==> config.mk <==
export PLATFORM = sky130hd
export DESIGN_NAME = reg_file_ctrl
export DESIGN_NICKNAME = d
export VERILOG_FILES = /design/src/rtl/reg_file_ctrl.sv
export SDC_FILE = /design/constraint.sdc
export NUM_CORES = 1
export LEC_CHECK = 0
export ABC_AREA = 1
export BUFFER_PORTS_ARGS = -buffer_cell sky130_fd_sc_hd__buf_2
export CAP_MARGIN = 20
export CORE_AREA = 2 2 58 60
export DETAILED_ROUTE_END_ITERATION = 7
export DIE_AREA = 0 0 60 62
export GPL_ROUTABILITY_DRIVEN = 1
export PLACE_DENSITY = 0.8
export SLEW_MARGIN = 10
export SYNTH_ARGS = -nofsm -noshare
export SYNTH_HDL_FRONTEND = slang
export SYNTH_SLANG_ARGS = --single-unit
==> constraint.sdc <==
create_clock -name clk -period 1.65 [get_ports clk]
set_input_delay 0.0825 -clock clk [delete_from_list [all_inputs] [get_ports clk]]
set_output_delay 0.0825 -clock clk [all_outputs]
set_load 0.05 [all_outputs]
==> src/rtl/reg_file_ctrl.sv <==
// Command sequencer in front of the 16x8 register file: turns READ/WRITE/SET/CLR
// commands into register-file cycles, doing read-modify-write internally.
module reg_file_ctrl #(
    parameter int ADDR_W = 4,
    parameter int DATA_W = 8
) (
    input  logic              clk,
    input  logic              rst,
    input  logic              cmd_valid,
    output logic              cmd_ready,
    input  logic [1:0]        cmd_op,
    input  logic [ADDR_W-1:0] cmd_addr,
    input  logic [DATA_W-1:0] cmd_wdata,
    output logic              rsp_valid,
    input  logic              rsp_ready,
    output logic [DATA_W-1:0] rsp_rdata,
    output logic              rf_we,
    output logic [ADDR_W-1:0] rf_addr,
    output logic [DATA_W-1:0] rf_wdata,
    input  logic [DATA_W-1:0] rf_rdata,
    output logic              busy
);

    localparam logic [2:0] IDLE    = 3'd0;
    localparam logic [2:0] ISSUE   = 3'd1;
    localparam logic [2:0] CAPTURE = 3'd2;
    localparam logic [2:0] MODIFY  = 3'd3;
    localparam logic [2:0] RESP    = 3'd4;

    localparam logic [1:0] OP_READ  = 2'b00;
    localparam logic [1:0] OP_WRITE = 2'b01;
    localparam logic [1:0] OP_SET   = 2'b10;
    localparam logic [1:0] OP_CLR   = 2'b11;

    logic [2:0]        state;
    logic [2:0]        state_nxt;
    logic [1:0]        op_q;
    logic [ADDR_W-1:0] addr_q;
    logic [DATA_W-1:0] wdata_q;
    logic [DATA_W-1:0] data_q;
    logic [DATA_W-1:0] modified;

    always_ff @(posedge clk or posedge rst) begin
        if (rst) begin
            state <= IDLE;
        end else begin
            state <= state_nxt;
        end
    end

    // data_q holds the pre-operation value (or the write echo) for the response
    always_ff @(posedge clk or posedge rst) begin
        if (rst) begin
            op_q    <= OP_READ;
            addr_q  <= '0;
            wdata_q <= '0;
            data_q  <= '0;
        end else begin
            case (state)
                IDLE: begin
                    if (cmd_valid) begin
                        op_q    <= cmd_op;
                        addr_q  <= cmd_addr;
                        wdata_q <= cmd_wdata;
                    end
                end
                ISSUE: begin
                    if (op_q == OP_WRITE) begin
                        data_q <= wdata_q;
                    end
                end
                CAPTURE: begin
                    data_q <= rf_rdata;
                end
                default: begin
                end
            endcase
        end
    end

    always_comb begin
        state_nxt = state;
        case (state)
            IDLE:    if (cmd_valid) state_nxt = ISSUE;
            ISSUE:   state_nxt = (op_q == OP_WRITE) ? RESP : CAPTURE;
            CAPTURE: state_nxt = (op_q == OP_READ) ? RESP : MODIFY;
            MODIFY:  state_nxt = RESP;
            RESP:    if (rsp_ready) state_nxt = IDLE;
            default: state_nxt = IDLE;
        endcase
    end

    assign modified = (op_q == OP_SET) ? (data_q | wdata_q) : (data_q & ~wdata_q);

    // Every output decodes from registered state only, so rf_we drops with reset
    always_comb begin
        rf_we    = 1'b0;
        rf_wdata = '0;
        case (state)
            ISSUE: begin
                if (op_q == OP_WRITE) begin
                    rf_we    = 1'b1;
                    rf_wdata = wdata_q;
                end
            end
            MODIFY: begin
                rf_we    = 1'b1;
                rf_wdata = modified;
            end
            default: begin
            end
        endcase
    end

    assign rf_addr   = addr_q;
    assign cmd_ready = (state == IDLE);
    assign busy      = (state != IDLE);
    assign rsp_valid = (state == RESP);
    assign rsp_rdata = (state == RESP) ? data_q : '0;

endmodule
; After elaboration in Yosys (flattened, before gate mapping)
; Index checks and enable logic that the tools add are counted.
[classes]
bitwise = 3
mux = 13
reduce_logical = 7
eq_ne = 9
[op_table]
columns = operator, n
row1 = $mux 8, 4
row2 = $pmux 8 s2, 2
row3 = $pmux 3 s5, 1
row4 = $mux 3, 4
row5 = $and 8x8->8, 1
row6 = $not 8->8, 1
row7 = $or 8x8->8, 1
row8 = $eq 3x2->1 const B, 2
row9 = $reduce_and 2->1, 3
row10 = $ne 2x2->1 const B, 2
row11 = $eq 3x1->1 const B, 1
row12 = $eq 3x3->1 const B, 1
row13 = $logic_not 3->1, 1
row14 = $reduce_bool 3->1, 1
row15 = $eq 2x1->1 const B, 1
row16 = $eq 2x2->1 const B, 1
row17 = $logic_not 2->1, 1
row18 = $ne 2x1->1 const B, 1
row19 = $pmux 1 s2, 1
row20 = $reduce_bool 2->1, 1
row21 = $mux 1, 1
[totals]
ff_bits = 25
wordCells = 37
inputBits = 26
output_inout_bits = 24

; Depth between registers and ports, before layout
[depth]
word_depth = 4
mapped_depth = 6

; Worst setup path after synthesis
; OpenSTA, ideal clock, no wires.
[synth_path]
path_kind = register -> output
from = register state[2]
to = output rf_wdata[0]
t_required_ps = 1567
setup_slack_ps = -370
stages_incl_launch_ff = 5
n_path_buf = 1
arrival_ps = 1938
cell_sequence = dfrtp_1 -> inv_2 -> nand3_2 -> buf_4 -> o21ai_0
[synth_via]
elab_chain_len = 2
[synth_rtl]
columns = element, line_no
row1 = from (decl), 35  ; logic [2:0] state;
row2 = from (signal assigned), 47  ; state <= state_nxt;
row3 = $eq 3x2->1 / $eq 3x1->1 (equally long branches), 99  ; case (state)
row4 = $pmux 8 s2 *, 99
row5 = to (decl), 19  ; output logic [DATA_W-1:0] rf_wdata,
; Every way passes the cells marked *; elsewhere a longest branch is shown, timed or not.

; Worst setup path after layout
[layout_path]
from = register state[1]
to = output rf_wdata[5]
; The elaborated chain is that of the path after synthesis.

==> flow_summary_export.csv <==
group,metric,value,unit
outcome,outcome,"completed",
power,worst_ir_drop_vdd,0.8791,mV
grt,grt_start_max_net_pins,29,
power,p_per_area,1845,nW/um2
synth,yosysUniqueCellTypes,19,
floorplanning,initial_utilization,0.4585,
finish,most-common-layout-cells,"40 x nand2_1, 39 x inv_1, 33 x nor2_1",
place,post-dp-hpwl,2.502,mm
finish,fin_nets,306,
critical_path,critPathRequiredTime,1.57,ns
place,place_worst_setup_slack,0.1657,ns
grt,grt_overflow,0,
cts,worstSkewPairLatency,0.31,ns
floorplanning,design.die.area,3720,um2
sta,totalNegativeSetupSlack,0,ns
cts,cts.reportedPaths.clkPinSlew,0.13,ns
floorplanning,die_height,62,um
finish,filler_cell_count,292,
power,power_leakage,1.143,nW
synth,synth.net_count,234,
sta,setup_viol_count_final,0,
cts,tritoncts,"yes",
grt,first_pass_grt_wire_length,5.947,mm
cts,numCtsBuffers,3,
synth,synth_compound_gate_area_share,0.1030,
cts,ctsLongestPathBuffers,2,
finish,diodes,0,
routing,drc,0,
synth,fraction_of_synthesized_cell_area_in_xor_and_xnor_cells,0,
routing,wl,3.776,mm
finish,layout_commonest_cell,"nand2_1",
synth,multiplexer_fraction_of_the_synthesized_cell_area,0,
finish,final_layout_size_suffix_gt1_frac,0.3011,
floorplanning,i_o_pins,50,
synth,synth.avg_cell_area,7.008,um2
critical_path,critical_path_class,"reg2out",
floorplanning,site_rows,21,
sta,fin_ws,0.03630,ns
critical_path,critical_path_arrival,1.53,ns
sta,final_period_minus_worst_setup_slack,1.614,ns
synth,netlist_area,1458,um2
synth,synth_top_area_share,0.4292,
sta,timing.final.hold_violations,0,
routing,drt_first_pass_iters,5,
critical_path,cpMaxStageDelayCell,"dfrtp_2",
routing,routed_length_per_placed_instance,11.62,um
sta,relSlewSlack,0.7740,
floorplanning,design.core.area,3179,um2
synth,yosysWarnings,0,
critical_path,timing.critical_path.fanout_max,7,
critical_path,crit_chain,"inv_2 > nand3_4 > nor2_2 > inv_1 > nand2_1 > buf_6",
critical_path,worst-r2r-setup-slack,0.22,ns
synth,post_synth_fa_ha_maj_area_fraction,0,
sta,final-max-slew-violation-count,0,
sta,max_freq,619.7,MHz
synth,synth_seq_area_share,0.4292,
synth,synth_area_leaders,"dfrtp_1 43%, nand2_1 11%, inv_1 10%",
grt,first_global_vias,1391,
place,place.gp.congestion,0.7477,
sta,worst-slew-pin-transition,0.3387,ns
routing,drt.antenna.violating_nets,0,
sta,skew,0.003239,ns
sta,min_period_over_period,0.9780,
grt,track_usage,0.2136,
worst_hold_path,timing.hold.worst.class,"in2reg",
synth,synth_top_family_by_area,"simple AND/OR/NAND/NOR gates",
synth,count_of_mapped_cells_out_of_synthesis,208,
grt,grt_antenna_before_repair,0,
cts,cts-htree-levels,1,
floorplanning,fp.dieW,60,um
synth,synth_largest_area_cell,"dfrtp_1",
synth,synth_simple_gate_area_share,0.3391,
run,drv.max_cap_violation_count,0,
finish,areaGrowthSynthToFinish,43.69,%
critical_path,crit_path_end_kind,"output port",
routing,routed_via_density,4.745,
cts,clock_sinks,25,
cts,clock_tree.root_cell,"clkbuf_4",
critical_path,setup.worst_path.start_class,"flip-flop",
synth,yosys_register_bits,25,
routing,detailroute.via_count,1542,
place,numPortBuffers,49,
sta,grt_setup_unrepaired,"true",
routing,drt_iter0_drc,56,
critical_path,cp_slowest_stage_delay,0.48,ns
metrics by stage:
step / hold slack [ns] / std cells / total power, mW / util / area, um2
finish: 0.01348 / 325 / 3.865 / 0.6588 / 2095
global route: 0.001386 / 325 / 4.196 / 0.6588 / 2095
CTS: 0.01014 / 317 / 3.612 / 0.6179 / 1964
detailed placement: 0.1479 / 300 / 3.223 / 0.5490 / 1745
global placement: 0.1531 / 300 / 3.162 / 0.5490 / 1745
floorplan: 0.1098 / 208 / 2.776 / - / 1458
kinds of logic (layout without fill, tap and decap cells):
logic type      count (synthesis)  after routing
simple gates                  111            112
buf+inv                        47            117
compound gates                 25             25
flops                          25             25
synthesized netlist by cell type, drive strengths merged:
cell and number:
o211ai 3, dfrtp 25, o21ai 14, clkinv 1, nand3b 1, o21a 7
nand2 43, buf 5, inv 41, nand3 29, a21oi 1, nor2 38
routing by layer:
metal,vias up,share of wire,track usage
met2,57,0.50,0.3835
met1,694,0.43,0.2688
li1,787,-,-
met4,0,0.010,0.06667
met3,4,0.056,0.02692
met5,-,0,0
flip-flops by register name, indices dropped and copies added, names as in the netlist:
register and cells:
data_q 8, op_q 2, rf_addr 4, state 3, wdata_q 8
critical path: cells and delay by family (launching register included):
kind	cells	cell delay, ns
buffers and inverters	3	0.36
DFF	1	0.48
and+or+nand+nor	3	0.38
power breakdown:
part	internal [mW]	switching (mW)	total, mW
registers	0.913	0.275	1.19
logic	0.786	1.63	2.41
clock network	0.0905	0.176	0.266
total	1.79	2.08	3.86
final cells by class:
class | count | area, um2 | area share
clock buffer | 3 | 22.52 | 0.01075
clock inverter | 1 | 5.005 | 0.002389
inverter | 42 | 166.4 | 0.07945
multi-input combinational | 137 | 699.4 | 0.3339
sequential | 25 | 630.6 | 0.3011
tap | 46 | 57.56 | 0.02748
timing repair buffer | 70 | 508.0 | 0.2425
timing repair inverter | 1 | 5.005 | 0.002389
final timing paths:
kind                         startpoint     endpoint  cells past startpoint
max                            state[1]  rf_wdata[5]                      6
min                        cmd_wdata[6]   wdata_q[6]                      3
max reg2reg                    state[0]   wdata_q[1]                      4
min reg2reg                  rf_addr[0]   rf_addr[0]                      2
max in group asynchronous           rst     state[1]                      4
min in group asynchronous           rst   rf_addr[2]                      4
what timing repair did:
action | CTS | global route
hold buffers | 13 | 0
hold endpoints to repair | 37 | 0
pin swaps | 0 | 3
buffers inserted | 0 | 6
gates resized for setup | 26 | 25
cloned | 0 | 2
endpoints found under the setup margin | 18 | 18
No activity file was read; power rests on OpenSTA's default activity.
